--- src/rtl/alu_pipe.sv ---
// rtl/alu_pipe.sv - handshaked parametrised ALU stage between register-file read and writeback
// Optional iterative shift-add multiplier on opcode 6 is built when ALU_PIPE_MUL_EN is defined.
module alu_pipe #(
  parameter int WIDTH = 16,
  parameter int IMM_W = 8
) (
  input  logic             I_clk,
  input  logic             I_rst_n,
  input  logic             I_valid,
  output logic             O_ready,
  input  logic [4:0]       I_aluop,
  input  logic [WIDTH-1:0] I_dataA,
  input  logic [WIDTH-1:0] I_dataB,
  input  logic [IMM_W-1:0] I_imm,
  output logic             O_valid,
  input  logic             I_res_ready,
  output logic [WIDTH-1:0] O_dataresult,
  output logic [3:0]       O_flags,
  output logic             O_shldBranch,
  output logic             O_busy
);
  localparam int SHAMT_W = $clog2(WIDTH);

`ifdef ALU_PIPE_MUL_EN
  typedef enum logic [1:0] {S_IDLE = 2'd0, S_DONE = 2'd1, S_MUL = 2'd2} state_t;
`else
  typedef enum logic [1:0] {S_IDLE = 2'd0, S_DONE = 2'd1} state_t;
`endif

  state_t             state;
  logic [WIDTH-1:0]   res_q;
  logic [3:0]         flags_q;
  logic               br_q;

  logic [3:0]         opcode;
  logic               op_lsb;
  logic               accept;
  logic [WIDTH:0]     add_w, sub_w;
  logic [WIDTH-1:0]   imm_ext, alu_res;
  logic               alu_c, alu_v, alu_br, alu_def;
  logic               a_gt_b, a_lt_b;
  logic [SHAMT_W-1:0] br_idx;
  logic [3:0]         alu_flags;

  assign opcode  = I_aluop[4:1];
  assign op_lsb  = I_aluop[0];
  assign O_ready = (state == S_IDLE) || (state == S_DONE && I_res_ready);
  assign accept  = I_valid && O_ready;

  assign O_valid      = (state == S_DONE);
  assign O_dataresult = res_q;
  assign O_flags      = flags_q;
  assign O_shldBranch = br_q;

  always_comb begin
    add_w   = {1'b0, I_dataA} + {1'b0, I_dataB};
    sub_w   = {1'b0, I_dataA} - {1'b0, I_dataB};
    imm_ext = WIDTH'(I_imm);
    a_gt_b  = op_lsb ? ($signed(I_dataA) > $signed(I_dataB)) : (I_dataA > I_dataB);
    a_lt_b  = op_lsb ? ($signed(I_dataA) < $signed(I_dataB)) : (I_dataA < I_dataB);
    br_idx  = SHAMT_W'({op_lsb, I_imm[1:0]});
    alu_res = '0;
    alu_c   = 1'b0;
    alu_v   = 1'b0;
    alu_br  = 1'b0;
    alu_def = 1'b1;
    case (opcode)
      4'd0: begin
        alu_res = add_w[WIDTH-1:0];
        alu_c   = add_w[WIDTH];
        alu_v   = (I_dataA[WIDTH-1] == I_dataB[WIDTH-1]) && (add_w[WIDTH-1] != I_dataA[WIDTH-1]);
      end
      4'd1: begin
        alu_res = sub_w[WIDTH-1:0];
        alu_c   = sub_w[WIDTH];
        alu_v   = (I_dataA[WIDTH-1] != I_dataB[WIDTH-1]) && (sub_w[WIDTH-1] != I_dataA[WIDTH-1]);
      end
      4'd2:  alu_res = I_dataA | I_dataB;
      4'd3:  alu_res = I_dataA & I_dataB;
      4'd4:  alu_res = I_dataA ^ I_dataB;
      4'd5:  alu_res = ~I_dataA;
      4'd8:  alu_res = op_lsb ? (imm_ext << (WIDTH - IMM_W)) : imm_ext;
      4'd9:  alu_res[4:0] = {a_lt_b, a_gt_b, ~|I_dataB, ~|I_dataA, I_dataA == I_dataB};
      4'd10: alu_res = I_dataA << I_dataB[SHAMT_W-1:0];
      4'd11: alu_res = I_dataA >> I_dataB[SHAMT_W-1:0];
      4'd12: begin
        alu_res = op_lsb ? I_dataA : imm_ext;
        alu_br  = 1'b1;
      end
      4'd13: begin
        alu_res = I_dataA;
        alu_br  = I_dataB[br_idx];
      end
      default: alu_def = 1'b0;
    endcase
    // Undefined opcodes report all-zero flags, including Z.
    alu_flags = alu_def ? {alu_v, alu_c, alu_res[WIDTH-1], ~|alu_res} : 4'b0000;
  end

`ifdef ALU_PIPE_MUL_EN
  logic [2*WIDTH-1:0] mul_acc, mul_cand, mul_sum, mul_prod;
  logic [WIDTH-1:0]   mul_plier, a_mag, b_mag;
  logic [SHAMT_W-1:0] mul_cnt;
  logic               mul_neg, mul_sgn, mul_c;

  assign O_busy = (state == S_MUL);

  always_comb begin
    a_mag    = (op_lsb && I_dataA[WIDTH-1]) ? -I_dataA : I_dataA;
    b_mag    = (op_lsb && I_dataB[WIDTH-1]) ? -I_dataB : I_dataB;
    mul_sum  = mul_acc + (mul_plier[0] ? mul_cand : '0);
    mul_prod = mul_neg ? -mul_sum : mul_sum;
    mul_c    = mul_sgn ? (mul_prod[2*WIDTH-1:WIDTH] != {WIDTH{mul_prod[WIDTH-1]}})
                       : (|mul_prod[2*WIDTH-1:WIDTH]);
  end
`else
  assign O_busy = 1'b0;
`endif

  always_ff @(posedge I_clk or negedge I_rst_n) begin
    if (!I_rst_n) begin
      state   <= S_IDLE;
      res_q   <= '0;
      flags_q <= '0;
      br_q    <= 1'b0;
`ifdef ALU_PIPE_MUL_EN
      mul_acc   <= '0;
      mul_cand  <= '0;
      mul_plier <= '0;
      mul_cnt   <= '0;
      mul_neg   <= 1'b0;
      mul_sgn   <= 1'b0;
`endif
    end else if (accept) begin
`ifdef ALU_PIPE_MUL_EN
      if (opcode == 4'd6) begin
        state     <= S_MUL;
        mul_acc   <= '0;
        mul_cand  <= {{WIDTH{1'b0}}, a_mag};
        mul_plier <= b_mag;
        mul_cnt   <= '0;
        mul_neg   <= op_lsb & (I_dataA[WIDTH-1] ^ I_dataB[WIDTH-1]);
        mul_sgn   <= op_lsb;
      end else begin
        state   <= S_DONE;
        res_q   <= alu_res;
        flags_q <= alu_flags;
        br_q    <= alu_br;
      end
`else
      state   <= S_DONE;
      res_q   <= alu_res;
      flags_q <= alu_flags;
      br_q    <= alu_br;
`endif
    end else if (state == S_DONE && I_res_ready) begin
      state <= S_IDLE;
`ifdef ALU_PIPE_MUL_EN
    end else if (state == S_MUL) begin
      // One partial product per cycle; the sign fix-up happens on the last step.
      mul_acc   <= mul_sum;
      mul_cand  <= mul_cand << 1;
      mul_plier <= mul_plier >> 1;
      mul_cnt   <= mul_cnt + SHAMT_W'(1);
      if (mul_cnt == SHAMT_W'(WIDTH - 1)) begin
        state   <= S_DONE;
        res_q   <= mul_prod[WIDTH-1:0];
        flags_q <= {mul_c, mul_c, mul_prod[WIDTH-1], ~|mul_prod[WIDTH-1:0]};
        br_q    <= 1'b0;
      end
`endif
    end
  end
endmodule

--- config.mk ---
export PLATFORM = sky130hd
export DESIGN_NAME = alu_pipe
export DESIGN_NICKNAME = d
export VERILOG_FILES = /design/src/rtl/alu_pipe.sv
export SDC_FILE = /design/constraint.sdc
export NUM_CORES = 1
export LEC_CHECK = 0
export BUFFER_PORTS_ARGS = -buffer_cell sky130_fd_sc_hd__buf_2
export CAP_MARGIN = 25
export CORE_MARGIN = 2
export CORE_UTILIZATION = 50
export CTS_BUF_LIST = sky130_fd_sc_hd__clkbuf_16
export DETAILED_ROUTE_END_ITERATION = 10
export PLACE_DENSITY = 0.7
export REMOVE_ABC_BUFFERS = 1
export SLEW_MARGIN = 20
export SYNTH_ARGS = -nofsm -noshare
export SYNTH_HDL_FRONTEND = slang
export SYNTH_SLANG_ARGS = --single-unit
--- constraint.sdc ---
create_clock -name I_clk -period 3.95 [get_ports I_clk]
set_input_delay 0.5925 -clock I_clk [delete_from_list [all_inputs] [get_ports I_clk]]
set_output_delay 0.5925 -clock I_clk [all_outputs]
set_load 0.02 [all_outputs]
# --- After elaboration in Yosys (flattened, before gate mapping) ---
# Index checks and enable logic that the tools add are counted.
# W data, S select, Z words.
totals:
  regBits: 23
  output_inout_bits: 24
  wordCells: 64
op_classes:
  addsub: 2
  magnitude_cmp: 5
  n_eq_ne: 17
  n_shift: 2
  muxes: 15
  bitwise: 4
  reduce_logical: 15
op_table:
  columns: ["op", "count"]
  rows:
  - ["$pmux W11 S11", 1]
  - ["$pmux W5 S12", 1]
  - ["$reduce_or A16 Y1", 3]
  - ["$gt A16 B16 Y1", 2]
  - ["$lt A16 B16 Y1", 2]
  - ["$mux W16", 2]
  - ["$eq A4 B4 Y1 const B", 6]
  - ["$add A16 B16 Y17", 1]
  - ["$sub A16 B16 Y17", 1]
  - ["$and A16 B16 Y16", 1]
  - ["$eq A16 B16 Y1", 1]
  - ["$not A16 Y16", 1]
  - ["$or A16 B16 Y16", 1]
  - ["$shl A16 B4 Y16", 1]
  - ["$shr A16 B4 Y16", 1]
  - ["$xor A16 B16 Y16", 1]
  - ["$reduce_or A12 Y1", 1]
  - ["$eq A4 B2 Y1 const B", 2]
  - ["$eq A4 B3 Y1 const B", 2]
  - ["$pmux W1 S2", 3]
  - ["$lt A3 B5 Y1 const B", 1]
  - ["$eq A4 B1 Y1 const B", 1]
  - ["$logic_and A1 B1 Y1", 4]
  - ["$logic_not A4 Y1", 1]
  - ["other kinds (11)", 19]

# --- Longest topological paths before layout ---
# Gate-level depths: netlist of run 1.
depth:
  word_depth: 6
  mapped_depth: 14
  depth_no_buf: 13

# --- Worst setup path before layout of run 1 ---
# No wires, ideal clock.
synth_timing:
  path_kind: "input to register"
  startpoint: "input port I_dataB[1]"
  endpoint: "register flags_q[0], in the netlist O_flags[0]"
  setup_time_ns: 0.104
  arrival_ns: 3.548
  required_time_ns: 3.846
  slack_ns: 0.298
  stages: 12
  n_path_buf: 2
  path_cell_list: "clkbuf_8 > buf_6 > clkinv_1 > ha_1 > nor3_1 > o31ai_1 > a21boi_0 > o311ai_0 > a21oi_1 > o32ai_1 > o2111ai_1 > o41ai_2"
synth_via:
  elab_chain_len: 6
  elab_cells_between_ends: 21
  classes_between: "2 x add/sub; 4 x order compare; 1 x eq/ne; 2 x shift; 5 x mux; 3 x bitwise; 4 x reduce/logical"
synth_rtl:
  columns: ["item", "line_no", "text"]
  rows:
  - ["start, declared", "13", "input logic [WIDTH-1:0] I_dataB,"]
  - ["$gt A16 B16 Y1 (tied with other cells)", "59", "a_gt_b = op_lsb ? ($signed(I_dataA) > $signed(I_dataB)) : (I_dataA > I_dataB);"]
  - ["$mux W1 (tied with other cells)", "59", null]
  - ["$pmux W5 S12", "67", "case (opcode)"]
  - ["$reduce_or A16 Y1 (*)", "97", "alu_flags = alu_def ? {alu_v, alu_c, alu_res[WIDTH-1], ~|alu_res} : 4'b0000;"]
  - ["$logic_not A1 Y1 (*)", "97", null]
  - ["$mux W4 (*)", "97", null]
  - ["end signal, assigned", "153", "flags_q <= alu_flags;"]
  - ["end, declared", "32", "logic [3:0] flags_q;"]
# Every way passes the cells marked *; elsewhere a longest branch is shown, timed or not.
# A chain may end at the register's enable or synchronous reset.

# --- Worst setup path in the final report of run 1 ---
layout_timing:
  startpoint: "input port I_dataA[0]"
  endpoint: "register flags_q[0], in the netlist O_flags[0]"
layout_via:
  elab_chain_len: 6
  elab_cells_between_ends: 23
  classes_between: "2 x add/sub; 4 x order compare; 1 x eq/ne; 2 x shift; 6 x mux; 4 x bitwise; 4 x reduce/logical"
layout_rtl:
  columns: ["item", "line_no", "text"]
  rows:
  - ["start, declared", "12", "input logic [WIDTH-1:0] I_dataA,"]
  - ["$gt A16 B16 Y1 (tied with other cells)", "59", null]
  - ["$mux W1 (tied with other cells)", "59", null]
  - ["$pmux W5 S12", "67", null]
  - ["$reduce_or A16 Y1 (*)", "97", null]
  - ["$logic_not A1 Y1 (*)", "97", null]
  - ["$mux W4 (*)", "97", null]
# Marked as above.

==> run_results.csv, run 1 <==
group,metric,value,unit
status,status,"finished clean",
clock_tree,clk_latency,0.26,ns
worst_hold_path,hold_path.class,"in -> async",
sta,timing_hold_violations_final,0,
clock_tree,holdBufCountCts,0,
global_route,grt_pass1_vias,6178,
floorplan,io_pins,73,
setup_path,crit_path_max_incr_delay,0.38,ns
floorplan,die_area,12310,um^2
logic_synthesis,synth_cell_type_count,90,
logic_synthesis,synth-main-ff-cell,"dfrtp_1",
logic_synthesis,synthTopCellsByArea,"ha_1 11%, dfrtp_1 9.6%, mux4_2 6.3%",
finish,syn_to_final_growth,12.84,%
global_route,use_met2,62.04,%
finish,final_area,6454,um^2
global_route,grt_use_met3,4.647,%
setup_path,r2r_start,"state[0]",
global_route,grt_usage,37.97,%
sta,fin_skew,0.004179,ns
finish,ff_latch_area,550.5,um^2
logic_synthesis,yosys_warnings,0,
sta,max_freq,275.3,MHz
sta,max_slew_margin,27.08,%
sta,fin_crit_sh,91.96,%
setup_path,critical_path_buf_inv_count,3,
detailed_routing,ant_nets,0,
clock_tree,cts_buffers,3,
floorplan,die_h,111.0,um
clock_tree,clk_pin_slew,0.06,ns
power_and_ir_drop,power.density,215.0,nW/um^2
setup_path,rr_endpoint,"O_flags[0]",
logic_synthesis,seq_area_frac_synth,9.626,%
power_and_ir_drop,design_power_total,1.388,mW
place,hpwl,19420,um
global_route,gr-total-overflow,0,
detailed_routing,drt_iter0_drc,860,
detailed_routing,totalWireLength,23910,um
detailed_routing,drc,0,
finish,num-nets-final,930,
sta,finalSetupViolCount,0,
logic_synthesis,syn_avg_cell_area,7.626,um^2
logic_synthesis,synth_edf_count,0,
logic_synthesis,ys_seq_elements,22,
floorplan,core_area,11270,um^2
logic_synthesis,synth_top_area_cell,"ha_1",
setup_path,start_kind,"input pin",
logic_synthesis,synth.most_common_cell,"nand2_1",
clock_tree,cts_setup_buffers,0,
logic_synthesis,ys_top_cells_by_count,"74 x nand2_1, 54 x nor2_1, 50 x inv_1",
floorplan,die_x,111.0,um
clock_tree,cts.sinks,22,
detailed_routing,via_per_inst,6.826,
logic_synthesis,async_reset_ff_share,100.0,%
setup_path,crit_path_end_kind,"flip-flop",
place,place_area,6369,um^2
sta,slew_violations,0,
floorplan,rows,39,
clock_tree,htree_levels,1,
setup_path,worst-path-max-fanout,7,
setup_path,crit_type,"in -> reg",
floorplan,initial_utilization,50.74,%
sta,finalSetupTns,0,ns
clock_tree,cts_tree,"done",
setup_path,arrival,3.80,ns
sta,rsz0062_at_grt,"no",
detailed_routing,wl_per_cell,24.60,um
setup_path,slowest_stage,"fa_1",
global_route,antenna_found_initial,0,
global_route,busiest_layer,"met2",
flow_run,drv_cap,0,
logic_synthesis,syn_area,5719,um^2
setup_path,ff2ff_path_depth,8,
clock_tree,cts.path.max_buffers,2,
global_route,grt_max_degree,33,
setup_path,cpMostUsedCell,"inv_1",
sta,worst_pin_slew,1.079,ns
finish,drive_gt1_share,23.88,%
finish,multiInputGateArea,4547,um^2
sta,timing.hold.ws,0.2834,ns
sta,layout_min_cycle_time,3.632,ns
detailed_routing,firstDrtPassIters,5,
setup_path,worstPathRequired,4.12,ns
setup_path,cp_top_family,"compound AO/OA/AOI/OAI gates",
logic_synthesis,syn_inst,750,
power_and_ir_drop,p_leak,2.907,nW
power_and_ir_drop,peakVddDrop,0.0003821,V
global_route,grt_use_met1,51.46,%
finish,final.fill_count,1101,
clock_tree,cts_root_buffer,"clkbuf_16",
place,routabilityCongestion,1.037,
global_route,grt_pass1_wl,36830,um
clock_tree,ctsResizeCount,0,
detailed_routing,num_vias,6635,
place,port_buffers,71,
setup_path,cp_cell_sequence,"buf_2 > inv_1 > ha_1 > inv_1 > fa_1 > nor2b_1 > o311a_1 > o21ai_0 > o21bai_1 > and3_1 > a211o_2 > nor4b_1 > nand4_1 > o41ai_2",
setup_path,rrSetupSlack,1.74,ns
logic_synthesis,yosys.area.top_type_share,10.72,%
finish,insertedDiodeCount,0,
-- per-stage QoR --
step / setup slack, ns / instances / utilization (%)
2_1_floorplan: 0.6155 / 681 / -
6_report: 0.3176 / 972 / 57.25
4_1_cts: 0.2455 / 972 / 57.20
3_5_place_dp: -0.04681 / 968 / 56.50
3_3_place_gp: 0.006804 / 968 / 56.50
5_1_grt: 0.1037 / 972 / 57.25
-- layout make-up --
cell class / instances / share of cell area [%]
multi-input combinational: 607 / 70.45
timing repair buffer: 144 / 14.00
sequential: 22 / 8.530
inverter: 52 / 3.024
tap: 143 / 2.772
clock buffer: 3 / 1.163
clock inverter: 1 / 0.05816
-- report_power, final --
group | total [mW] | switching [mW] | internal, mW
Clock | 0.219 | 0.0832 | 0.135
Sequential | 0.282 | 0.0169 | 0.265
Combinational | 0.887 | 0.541 | 0.347
Total | 1.39 | 0.641 | 0.747
-- worst register-to-register path, cell delays in order, from the launching register on --
cell and delay, ns:
dfrtp_1 0.37, nand2b_1 0.12, nand2_1 0.35, a21oi_1 0.28, nand4_1 0.11, a31oi_1 0.29, o21ai_0 0.17, buf_4 0.17
o41ai_2 0.25
-- worst max path at each step --
| stage | startpoint | end | depth (start not counted) |
|---|---|---|---|
| finish | I_dataA[0] | O_flags[0] | 14 |
| global route | I_dataB[1] | O_flags[0] | 12 |
| CTS | I_dataB[1] | O_flags[0] | 13 |
| detailed placement | I_dataB[1] | O_flags[0] | 13 |
| global placement | I_dataB[1] | O_flags[0] | 13 |
| floorplan | I_dataB[1] | O_flags[0] | 10 |
-- sequential cells by signal, summed over array words and instances, names as in the netlist --
name          flops
O_dataresult     16
O_flags           4
O_shldBranch      1
state             1
-- cell usage in the layout (no fill, tap or decap), drive strengths merged, types with 4 or more instances in the layout --
master / n
o31ai: 7
nand4: 9
o32ai: 4
ha: 49
nor2: 54
a211oi: 7
o22ai: 4
nor4: 14
inv: 50
a22oi: 13
mux4: 20
xnor2: 12
a221oi: 14
or3: 8
a21o: 11
nor3: 14
buf: 144
o21ai: 41
o21a: 5
nor4b: 4
o211ai: 12
nand2b: 17
mux2i: 17
a31oi: 13
a221o: 4
nand3: 16
dfrtp: 22
o221ai: 6
a211o: 4
nand2: 74
mux2: 13
nor2b: 12
o2111ai: 4
and2: 6
and3: 8
a21oi: 45
a2111oi: 4
-- routing by layer --
layer	share of wire (%)	vias up
li1	-	2975
met1	38	3081
met4	4.2	0
met3	11	75
met5	0	-
met2	46	504
-- cells by family (layout without fill, tap and decap cells) --
kind of cell	Yosys count	in the layout	share of synthesized area [%]
and+or+nand+nor	262	262	23.85
AOI/OAI and AO/OA	230	230	28.29
buffers and inverters	121	200	11.09
adders and majority gates	51	51	11.42
muxes	50	50	13.67
DFF	22	22	9.626
xor gates and xnor gates	13	13	1.991
other	1	1	0.06557
(Power assumes the default switching activity.)
==> run 2: changes to the inputs <==
Settings changed: CELL_PAD_IN_SITES_DETAIL_PLACEMENT set to 0, CELL_PAD_IN_SITES_GLOBAL_PLACEMENT set to 2, CORE_ASPECT_RATIO set to 1.4, CORE_UTILIZATION 50 to 38, PLACE_DENSITY 0.7 to 0.95.
==> run 2 against run 1 <==
Against the previous run: worst hold slack better by 0.0030 ns; clock skew is 0.0020 ns lower; via count is 0.68% lower; non-clock buffer count is 3 lower; setup slack worse by 0.030 ns; core utilization is 13 points lower; highest routed layer unchanged; wire length is 1.7% higher; sequential cell count stayed put; sequential power hardly changed; register-to-register slack better by 0.28 ns; largest cell class unchanged; count of clock-buffer cells in the layout stayed put; design area is 1.1% higher.
==> run_results.csv, run 2 (same netlist as run 1, synthesis figures left out) <==
group,metric,value,unit
sta,fin_skew,0.002185,ns
detailed_routing,firstDrtPassIters,6,
place,placed_cells,1014,
place,place_ws,0.05104,ns
setup_path,arrival,3.82,ns
finish,drive_gt1_share,23.61,%
clock_tree,cts_buffers,3,
setup_path,worst-path-max-fanout,4,
detailed_routing,totalWireLength,24330,um
clock_tree,clk_pin_slew,0.05,ns
finish,finish.cell_count_without_fillers,1018,
sta,finalSetupTns,0,ns
sta,worst_pin_slew,1.002,ns
sta,max_freq,273.1,MHz
finish,multiInputGateArea,4541,um^2
worst_hold_path,hold_path.class,"in -> async",
global_route,grt_usage,29.93,%
clock_tree,clk_latency,0.25,ns
floorplan,core_area,14850,um^2
clock_tree,cts_setup_buffers,0,
power_and_ir_drop,peakVddDrop,0.0002472,V
floorplan,io_pins,73,
floorplan,initial_utilization,38.50,%
place,hpwl,19640,um
clock_tree,htree_levels,1,
setup_path,cp_num_cells,11,
flow_run,drv_cap,0,
floorplan,die_x,107.7,um
setup_path,ff2ff_path_depth,8,
setup_path,start_kind,"input pin",
sta,slew_violations,0,
place,routabilityCongestion,1.040,
sta,timing.hold.ws,0.2864,ns
floorplan,rows,53,
setup_path,worstPathRequired,4.10,ns
finish,mostFrequentLayoutCell,"nand2_1",
setup_path,cp_top_family,"compound AO/OA/AOI/OAI gates",
power_and_ir_drop,power.density,221.7,nW/um^2
setup_path,critical_path_buf_inv_count,2,
clock_tree,cts_tree,"done",
detailed_routing,wl_per_cell,23.90,um
clock_tree,cts.sinks,22,
finish,most-common-layout-cells,"74 x nand2_1, 71 x buf_2, 69 x buf_4, 54 x nor2_1, 50 x inv_1",
finish,insertedDiodeCount,0,
detailed_routing,via_per_inst,6.473,
detailed_routing,ant_nets,0,
global_route,gr-total-overflow,0,
clock_tree,cts.path.max_buffers,2,
sta,layout_min_cycle_time,3.662,ns
finish,syn_to_final_growth,14.09,%
status,status,"finished clean",
floorplan,die_h,149.2,um
finish,num-nets-final,927,
floorplan,die_area,16060,um^2
sta,fin_crit_sh,92.72,%
setup_path,cp_cell_sequence,"buf_2 > clkinv_1 > ha_1 > nor3_1 > o31ai_1 > a21boi_0 > o311ai_0 > a21oi_1 > o32ai_1 > o2111ai_1 > o41ai_2",
finish,ff_latch_area,550.5,um^2
global_route,grt_pass1_vias,6293,
power_and_ir_drop,design_power_total,1.447,mW
detailed_routing,num_vias,6590,
setup_path,crit_type,"in -> reg",
setup_path,slowest_stage,"o311ai_0",
finish,final.fill_count,1544,
detailed_routing,drc,0,
sta,timing_hold_violations_final,0,
sta,max_slew_margin,32.66,%
place,port_buffers,71,
clock_tree,ctsResizeCount,0,
global_route,grt_max_degree,46,
power_and_ir_drop,p_leak,2.909,nW
sta,timing.final.ws_setup,0.2877,ns
setup_path,crit_path_end_kind,"flip-flop",
global_route,antenna_found_initial,0,
detailed_routing,drt_iter0_drc,890,
sta,finalSetupViolCount,0,
sta,rsz0062_at_grt,"no",
finish,largest_reg_flops,16,
clock_tree,holdBufCountCts,0,
global_route,grt_pass1_wl,37070,um
clock_tree,cts_root_buffer,"clkbuf_16",
setup_path,crit_path_max_incr_delay,0.61,ns
==> run 2: cell count changes in the layout (fill, tap and decap cells not counted) <==
cell,before,now
clkinv_1,3,2
buf_12,0,1
nor4_2,2,1
nor4_1,12,13
bufinv_16,0,1
buf_4,73,69
==> run 2: worst paths after layout <==
kind	startpoint	endpoint	slack [ns]
worst max-delay path	I_dataB[1]	O_flags[0]	0.29
worst min-delay path	I_rst_n	O_dataresult[14]	0.29
max in group asynchronous	I_rst_n	O_dataresult[15]	3.35
min in group I_clk	O_dataresult[6]	O_dataresult[6]	0.48
worst max register to register	state[0]	O_flags[0]	2.02
worst min register to register	O_dataresult[6]	O_dataresult[6]	0.48
==> run 2: stage by stage <==
stage	utilization, %	area [um^2]
3_5_place_dp	43.22	6420
2_1_floorplan	-	5280
5_1_grt	43.93	6525
4_1_cts	43.93	6525
3_3_place_gp	43.22	6420
6_report	43.93	6525
==> run 2: layout make-up <==
cell class	count	area share (%)
Multi-Input combinational cell	607	69.59
Clock buffer	3	1.151
Timing Repair Buffer	141	13.69
Clock inverter	1	0.4602
Tap cell	192	3.682
Sequential cell	22	8.437
Inverter	52	2.991
==> run 2: power by group <==
part	internal, mW	total, mW	switching (mW)
clock	0.201	0.278	0.0765
combinational	0.343	0.884	0.541
sequential	0.265	0.285	0.0198
==> run 2: routing by layer <==
| metal | global-route usage, % | share of wire [%] | vias to the layer above |
|---|---|---|---|
| li1 | - | - | 2970 |
| met1 | 34.91 | 37 | 3113 |
| met2 | 51.29 | 48 | 384 |
| met3 | 4.019 | 7.7 | 123 |
| met4 | 18.40 | 8.1 | 0 |
| met5 | 0 | 0 | - |
==> run 2: worst reg2reg max path, cell delays in order (launching register included) <==
cell	delay [ns]
dfrtp_1	0.37
nand2b_1	0.12
nand2_1	0.07
buf_4	0.19
a21oi_1	0.13
nand4_1	0.10
a31oi_1	0.27
o21ai_0	0.27
o41ai_2	0.32
